--- config.mk ---
export PLATFORM = sky130hd
export DESIGN_NAME = if_stage
export DESIGN_NICKNAME = d
export VERILOG_FILES = /design/src/rtl/rv_pkg.sv /design/src/rtl/if_fifo.sv /design/src/rtl/if_stage.sv
export SDC_FILE = /design/constraint.sdc
export NUM_CORES = 1
export LEC_CHECK = 0
export ABC_AREA = 0
export CAP_MARGIN = 20
export CORE_UTILIZATION = 40
export CTS_CLUSTER_DIAMETER = 40
export CTS_CLUSTER_SIZE = 30
export DETAILED_ROUTE_END_ITERATION = 12
export PLACE_DENSITY_LB_ADDON = 0.12
export SLEW_MARGIN = 25
export SYNTH_ARGS = -nofsm -noshare
export SYNTH_HDL_FRONTEND = slang
export SYNTH_SLANG_ARGS = --single-unit
--- constraint.sdc ---
create_clock -name clk -period 16.25 [get_ports clk]
set_input_delay 4.0625 -clock clk [delete_from_list [all_inputs] [get_ports clk]]
set_output_delay 4.0625 -clock clk [all_outputs]
set_load 0.02 [all_outputs]
--- src/rtl/rv_pkg.sv ---
// Shared RV32I core definitions used by the front-end stages.
package rv_pkg;
  localparam int XLEN = 32;
  localparam logic [XLEN-1:0] INST_NOP         = 32'h0000_0013;
  localparam logic [XLEN-1:0] DEFAULT_RESET_PC = 32'h0000_0000;

  typedef struct packed {
    logic [XLEN-1:0] pc;
    logic [XLEN-1:0] inst;
  } fetch_entry_t;
endpackage

--- src/rtl/if_fifo.sv ---
// Small synchronous FIFO with flush; head is visible combinationally on dout.
module if_fifo #(
  parameter int DEPTH = 2,
  parameter int WIDTH = 32
) (
  input  logic                   clk,
  input  logic                   rst_n,
  input  logic                   push,
  input  logic [WIDTH-1:0]       din,
  input  logic                   pop,
  input  logic                   flush,
  output logic [WIDTH-1:0]       dout,
  output logic [$clog2(DEPTH):0] count,
  output logic                   empty
);
  localparam int AW = $clog2(DEPTH);
  localparam logic [AW:0] FULL_CNT = (AW+1)'(DEPTH);

  logic [WIDTH-1:0] mem [DEPTH];
  logic [AW-1:0]    wr_ptr, rd_ptr;
  logic             do_push, do_pop;

  assign empty   = (count == '0);
  assign do_push = push && (count != FULL_CNT);
  assign do_pop  = pop && !empty;
  assign dout    = mem[rd_ptr];

  always_ff @(posedge clk or negedge rst_n) begin
    if (!rst_n) begin
      wr_ptr <= '0;
      rd_ptr <= '0;
      count  <= '0;
    end else if (flush) begin
      wr_ptr <= '0;
      rd_ptr <= '0;
      count  <= '0;
    end else begin
      if (do_push) wr_ptr <= wr_ptr + 1'b1;
      if (do_pop)  rd_ptr <= rd_ptr + 1'b1;
      if (do_push && !do_pop)      count <= count + 1'b1;
      else if (!do_push && do_pop) count <= count - 1'b1;
    end
  end

  always_ff @(posedge clk) begin
    if (do_push && !flush) mem[wr_ptr] <= din;
  end
endmodule

--- src/rtl/if_stage.sv ---
// Instruction fetch: owns the PC, issues imem reads, buffers returned words for
// decode, and drops responses that belong to fetches squashed by a redirect.
module if_stage
  import rv_pkg::*;
#(
  parameter logic [XLEN-1:0] RESET_PC   = DEFAULT_RESET_PC,
  parameter int              FIFO_DEPTH = 2
) (
  input  logic        clk,
  input  logic        rst_n,
  output logic        imem_req,
  output logic [31:0] imem_addr,
  input  logic        imem_gnt,
  input  logic        imem_rvalid,
  input  logic [31:0] imem_rdata,
  output logic        id_valid,
  input  logic        id_ready,
  output logic [31:0] id_inst,
  output logic [31:0] id_pc,
  output logic [31:0] id_pc4,
  input  logic        redirect_valid,
  input  logic [31:0] redirect_pc
);
  localparam int CW = $clog2(FIFO_DEPTH);
  // Stale responses can accumulate across several redirects on a slow memory.
  localparam int DW = CW + 4;
  localparam logic [CW+1:0] DEPTH_C = (CW+2)'(FIFO_DEPTH);

  logic [31:0]   fetch_pc;
  logic          run_q;
  logic [DW-1:0] discard, discard_tot;
  logic [CW:0]   rq_count, fb_count;
  logic          rq_empty, fb_empty;
  logic [31:0]   rq_pc;
  fetch_entry_t  fb_din, fb_dout;
  logic          grant, rsp_drop, rsp_keep, id_pop;
  logic [CW+1:0] used;

  assign id_valid = !fb_empty && !redirect_valid;
  assign id_pop   = id_valid && id_ready;

  // Slots reserved = in flight + buffered; a slot freed by decode this cycle may
  // be reissued at once, which keeps a 1-cycle memory streaming every cycle.
  assign used      = (CW+2)'(rq_count) + (CW+2)'(fb_count) - (CW+2)'(id_pop);
  assign imem_req  = run_q && !redirect_valid && (used < DEPTH_C);
  assign imem_addr = fetch_pc;
  assign grant     = imem_req && imem_gnt;

  assign rsp_drop    = imem_rvalid && (redirect_valid || discard != '0);
  assign rsp_keep    = imem_rvalid && !rsp_drop && !rq_empty;
  assign discard_tot = discard + DW'(rq_count);
  assign fb_din      = {rq_pc, imem_rdata};

  always_ff @(posedge clk or negedge rst_n) begin
    if (!rst_n) begin
      run_q    <= 1'b0;
      fetch_pc <= RESET_PC;
      discard  <= '0;
    end else begin
      run_q <= 1'b1;
      if (redirect_valid) begin
        fetch_pc <= redirect_pc & 32'hFFFF_FFFC;
        discard  <= discard_tot - DW'(imem_rvalid && discard_tot != '0);
      end else begin
        if (grant)    fetch_pc <= fetch_pc + 32'd4;
        if (rsp_drop) discard  <= discard - 1'b1;
      end
    end
  end

  if_fifo #(.DEPTH(FIFO_DEPTH), .WIDTH(32)) u_req_q (
    .clk   (clk),
    .rst_n (rst_n),
    .push  (grant),
    .din   (fetch_pc),
    .pop   (rsp_keep),
    .flush (redirect_valid),
    .dout  (rq_pc),
    .count (rq_count),
    .empty (rq_empty)
  );

  if_fifo #(.DEPTH(FIFO_DEPTH), .WIDTH($bits(fetch_entry_t))) u_buf (
    .clk   (clk),
    .rst_n (rst_n),
    .push  (rsp_keep),
    .din   (fb_din),
    .pop   (id_pop),
    .flush (redirect_valid),
    .dout  (fb_dout),
    .count (fb_count),
    .empty (fb_empty)
  );

  assign id_inst = id_valid ? fb_dout.inst : INST_NOP;
  assign id_pc   = id_valid ? fb_dout.pc : '0;
  assign id_pc4  = id_pc + 32'd4;
endmodule

==> flow_summary.ini, run 1 <==
[critical_path]
arrival_ns = 7.92
cp-startpoint = redirect_valid
worst_setup_path_end_kind = primary output
crit_slowest_cell = clkdlybuf4s50_1
crit_end = id_pc4[26]
crit_type = input pin to primary output
cp-start-kind = input pin
cp.buffers_inverters = 6
path_delay_family = buffers and inverters
crit_fanout = 52
r2r_cells = 12
r2r_end = imem_addr[29]
reg2reg_slack_ns = 11.87
r2r-start = u_buf.count[0]
cp.depth = 13
crit_chain = buf_2, buf_4, o21bai_4, buf_4, or2_2, inv_1, ha_1, inv_1, a211oi_2, nand4_4, o31a_1, nor3_1, clkdlybuf4s50_1
worstPathRequired_ns = 12.19
cpPeakStageDelay_ns = 0.66

[finish]
finalNonFillerCells = 1367
num_antenna_cells = 0
fillers = 2244
syn_to_final_growth_pct = 32.16
finalNetCount = 1087
post_route_cells_drive_above_1_share_pct = 13.28
utilization_pct = 53.92
seq_area_sq_mm = 0.006630
multiInputGateArea_sq_mm = 0.003725

[floorplan]
die_h_um = 165.0
dieArea_sq_mm = 0.02723
fp-row-count = 59
io-pin-count = 200
chipWidth_um = 165.0
core-area_sq_mm = 0.02606
start_util_pct = 40.80

[timing]
maxSlewHeadroom_pct = 39.07
fin_crit_sh_pct = 73.73
fmax_mhz = 83.46
drv_slew = 0
setup_tns_ns = 0
post-route-min-period_ns = 11.98
setup_viol = 0
hold_ws_ns = 0.5434
worstMarginPinSlew_ns = 0.9140
rsz0062_at_grt = false
hold_viol = 0
final.setup_skew_ns = 0.02128

[route]
wire_per_inst_um = 17.19
drc_errors = 0
vias = 7008
antenna_left = 0
wl_mm = 23.50
firstDrtPassIters = 5
viasPerCell = 5.127
drt_iter0_drc = 363

[yosys]
synthFlopType = edfxtp_1
yosysSeqAreaShare_pct = 62.33
yosysMostFrequentCell = edfxtp_1
synthArstFlopShare_pct = 19.30
synth_top_area_share_pct = 51.97
syn_area_sq_mm = 0.01063
synth_cell_types = 69
synth_edf_count = 184
synth.avg_cell_area_sq_um = 13.24
synth_area_leaders = edfxtp_1 (52%), dfrtp_1 (10%), mux2i_1 (6.0%)
syn_inst = 803
synth-seq-cells = 228
synth_area_leader_cell = edfxtp_1
ys_top_cells_by_count = edfxtp_1 (184), nor2_1 (80), mux2i_1 (64)
yosys_warnings = 0

[cts]
cts_buffers = 36
postCtsSetupRepairBufs = 0
cts_resized = 0
cts_root_buf = clkbuf_16
cts_max_path_buffers = 3
ctsHoldBuffers = 0
clkSinkCount = 228
clk_latency_ns = 0.51
cts_tree = done
cts_max_level = 2
clkSlewWorstSetupHoldPaths_ns = 0.05

[power_and_ir_drop]
p_leak_uw = 0.004802
power_per_cell_area_mw_per_mm2 = 111.6
ir_drop_uv = 69.52

[place]
io_buffers = 191
placed_cells = 1302
gp_congestion = 0.8221
place_hpwl_mm = 15.56

[global_route]
grt_max_degree = 63
grt_pass1_vias = 6695
grt_pass1_wl_mm = 36.31
overflow = 0
antenna_found_initial = 0
grtUsageTotal_pct = 17.27

[hold_path]
min_path_type = register to register

[run_status]
outcome = finished, final reports clean

[flow_run]
cap_viol_max_count = 0
==> worst min path at each step <==
stage,from,to,slack [ns],cells past startpoint
after CTS,discard[4],discard[4],0.55,1
final,discard[4],discard[4],0.54,1
after detailed placement,u_req_q.rd_ptr,u_req_q.rd_ptr,0.54,2
after floorplan,discard[4],discard[4],0.50,1
after global routing,discard[4],discard[4],0.57,1
after global placement,u_req_q.rd_ptr,u_req_q.rd_ptr,0.52,2
==> stage by stage <==
stage | worst slack (ns) | instance area [sq um] | total power [uW]
4_1_cts | 4.203 | 14050 | 1585
3_5_place_dp | 4.210 | 12830 | 824.1
3_3_place_gp | 4.216 | 12830 | 821.9
5_1_grt | 3.999 | 14050 | 1629
2_1_floorplan | 5.199 | 10650 | 764.7
6_report | 4.268 | 14050 | 1569
==> metal layers <==
metal / routed length [um] / up-vias / GRT usage [%]
met2: 10260 / 239 / 25.47
met5: 0 / - / 0
li1: - / 3407 / -
met3: 1618 / 32 / 3.943
met1: 11230 / 3330 / 25.35
met4: 388 / 0 / 4.712
==> cell usage in the layout, fill, tap and decap left out, types with 7 or more instances in the layout <==
master and n:
nor4_1 8, o21ai_0 24, mux2i_1 64, mux2_2 31, and3_1 7, buf_4 11, a31oi_1 8, xnor2_1 19
nor2_1 79, a21oi_1 11, and2_1 8, nor3_1 8, clkbuf_16 38, o311ai_0 9, nand2_1 57, or3_1 10
o211ai_1 17, xor2_1 22, inv_1 19, ha_1 10, dfrtp_1 43, clkdlybuf4s50_1 189, nand3b_1 9, conb_1 7
edfxtp_1 184, nand3_1 30
==> power by group <==
group / internal, uW / total [uW] / switching, uW
Clock: 471 / 755 / 284
Combinational: 62.0 / 125 / 63.0
Sequential: 656 / 688 / 32.6
==> sequential cells by signal, indices dropped and copies added (netlist names) <==
register        flops
u_req_q.mem        60
discard             5
u_req_q.rd_ptr      1
u_buf.mem         124
imem_addr          30
u_req_q.count       2
run_q               1
u_req_q.wr_ptr      1
u_buf.rd_ptr        1
u_buf.wr_ptr        1
u_buf.count         2
==> cell type report <==
| cell class | count | share of cell area (%) |
|---|---|---|
| flip-flops and latches | 228 | 47.19 |
| multi-input cells | 517 | 26.51 |
| repair buffers | 202 | 14.12 |
| clock buffers | 42 | 6.874 |
| well taps | 335 | 2.983 |
| clock inverters | 23 | 1.790 |
| inverters | 20 | 0.5343 |
==> kinds of logic (layout without fill, tap and decap cells) <==
group                    after synthesis  after routing  synth area share [%]
adder cells (fa/ha/maj)               12             12                 1.554
flip-flops                           228            228                 62.33
AO/OA/AOI/OAI                         99             99                 7.085
multiplexers                          95             95                 9.309
other                                  2              7               0.07064
AND/OR/NAND/NOR                      263            263                 13.32
XOR/XNOR                              41             41                 3.378
buffers and inverters                 63            287                 2.954
Power figures use the tool's default switching activity.
==> run 2, diff against run 1 <==
==> constraint.sdc (replaced) <==
create_clock -name clk -period 12.4 [get_ports clk]
set_input_delay 3.1 -clock clk [delete_from_list [all_inputs] [get_ports clk]]
set_output_delay 3.1 -clock clk [all_outputs]
set_load 0.02 [all_outputs]
==> flow_summary.ini, run 2 (synthesis results as in run 1) <==
[route]
wl_mm = 23.32
drt_iter0_drc = 317
viasPerCell = 5.152
firstDrtPassIters = 7
antenna_left = 0
wire_per_inst_um = 17.16
drc_errors = 0
vias = 7001

[critical_path]
worst_setup_path_end_kind = primary output
cp-startpoint = redirect_valid
crit_type = input pin to primary output
crit_fanout = 52
worstPathRequired_ns = 9.30
cp.buffers_inverters = 4
r2r-start = u_buf.count[0]
arrival_ns = 6.63
crit_chain = buf_2, buf_4, o21bai_4, inv_1, and2_1, ha_1, nand2b_1, fa_1, xor2_1, nand3_1, nor2_1, clkdlybuf4s50_1
cpPeakStageDelay_ns = 0.61
cp-start-kind = input pin
r2r_cells = 11
cp.depth = 12
path_delay_family = buffers and inverters
crit_slowest_cell = clkdlybuf4s50_1

[hold_path]
min_path_type = register to register
worstHoldStart = u_req_q.rd_ptr
holdPathStages = 2

[power_and_ir_drop]
power_frac_clock_pct = 46.5
ir_drop_uv = 82.36
p_seq_share_pct = 45.3
p_sw_share_pct = 23.64
p_leak_uw = 0.004736
power_per_cell_area_mw_per_mm2 = 143.0
switching_power_uw = 471.1
p_comb_share_pct = 8.2
p_int_uw = 1522

[global_route]
grtUsageTotal_pct = 17.16
grt_pass1_wl_mm = 36.19
grtUsageMet3_pct = 3.742
antenna_found_initial = 0
met1_usage_pct = 24.59
grtUsageMet2_pct = 26.19
busiest_layer = met2
overflow = 0
grt_pass1_vias = 6733
grt_max_degree = 63

[finish]
largest_register_ffs = 124
syn_to_final_growth_pct = 31.11
finalNetCount = 1084
regMostFlops = u_buf.mem
post_route_cells_drive_above_1_share_pct = 12.70
final_cell_mix = clkdlybuf4s50_1 (189), edfxtp_1 (184), nor2_1 (79), mux2i_1 (64), nand2_1 (57)
num_antenna_cells = 0
layout_commonest_cell = clkdlybuf4s50_1

[run_status]
outcome = finished, final reports clean

[floorplan]
fp-row-count = 59
core-area_sq_mm = 0.02606
die_h_um = 165.0
chipWidth_um = 165.0
dieArea_sq_mm = 0.02723
start_util_pct = 40.80
io-pin-count = 200

[place]
io_buffers = 191
place_hpwl_mm = 15.52
place_ws_ns = 2.621
gp_congestion = 0.8280

[timing]
maxSlewHeadroom_pct = 42.09
setup_tns_ns = 0
setup_viol = 0
fmax_mhz = 102.8
rsz0062_at_grt = false
worstMarginPinSlew_ns = 0.8687
fin_crit_sh_pct = 78.47
setup_ws_ns = 2.670
post-route-min-period_ns = 9.730
drv_slew = 0
hold_viol = 0
final.setup_skew_ns = 0.02454

[cts]
cts_max_path_buffers = 3
clk_latency_ns = 0.49
cts_tree = done
ctsHoldBuffers = 0
cts_max_level = 2
postCtsSetupRepairBufs = 0
cts_buffers = 34
clkSlewWorstSetupHoldPaths_ns = 0.05
clkSinkCount = 228
cts_resized = 0
cts_root_buf = clkbuf_16

[flow_run]
cap_viol_max_count = 0
==> run 2: worst paths after layout <==
| check | end | slack, ns |
|---|---|---|
| hold reg to reg | u_req_q.rd_ptr | 0.54 |
| setup reg to reg | u_req_q.mem[0][3] | 7.70 |
| min in group asynchronous | discard[3] | 2.71 |
| setup / recovery | imem_req | 2.67 |
| hold / removal | u_req_q.rd_ptr | 0.54 |
| max in group asynchronous | u_buf.rd_ptr | 9.22 |
==> run 2: power by group through the flow <==
stage                     Combinational, uW  Sequential, uW  Clock, uW
final                                   164             902        927
after global routing                    181             908        978
after CTS                               165             902        947
after detailed placement                162             916          0
after global placement                  161             915          0
after floorplan                        92.6             910          0
==> run 2: layout make-up <==
class,count,area (sq um)
Clock buffer,38,875.8
Clock inverter,20,236.5
Fill cell,2263,12120
Inverter,20,75.07
Multi-Input combinational cell,517,3725
Sequential cell,228,6630
Tap cell,335,419.2
Timing Repair Buffer,201,1977
==> run 2: through the flow <==
step | hold slack [ns] | util (%) | total power (uW) | std cells | instance area (sq um)
finish | 0.5450 | 53.49 | 1993 | 1359 | 13940
global route | 0.5726 | 53.49 | 2067 | 1359 | 13940
global placement | 0.5239 | 49.21 | 1076 | 1301 | 12820
detailed placement | 0.5328 | 49.22 | 1079 | 1301 | 12830
floorplan | 0.5016 | - | 1002 | 808 | 10650
CTS | 0.5481 | 53.49 | 2014 | 1359 | 13940
==> run 2: worst min-delay path: stages, from the launching register on <==
cell and delay (ns):
dfrtp_1 0.36, xor2_1 0.07, nor2_1 0.08
==> run 2: per-layer routing <==
metal,up-vias,part of all wire [%]
li1,3404,-
met1,3371,48
met2,192,44
met3,34,6.3
met4,0,1.5
met5,-,0
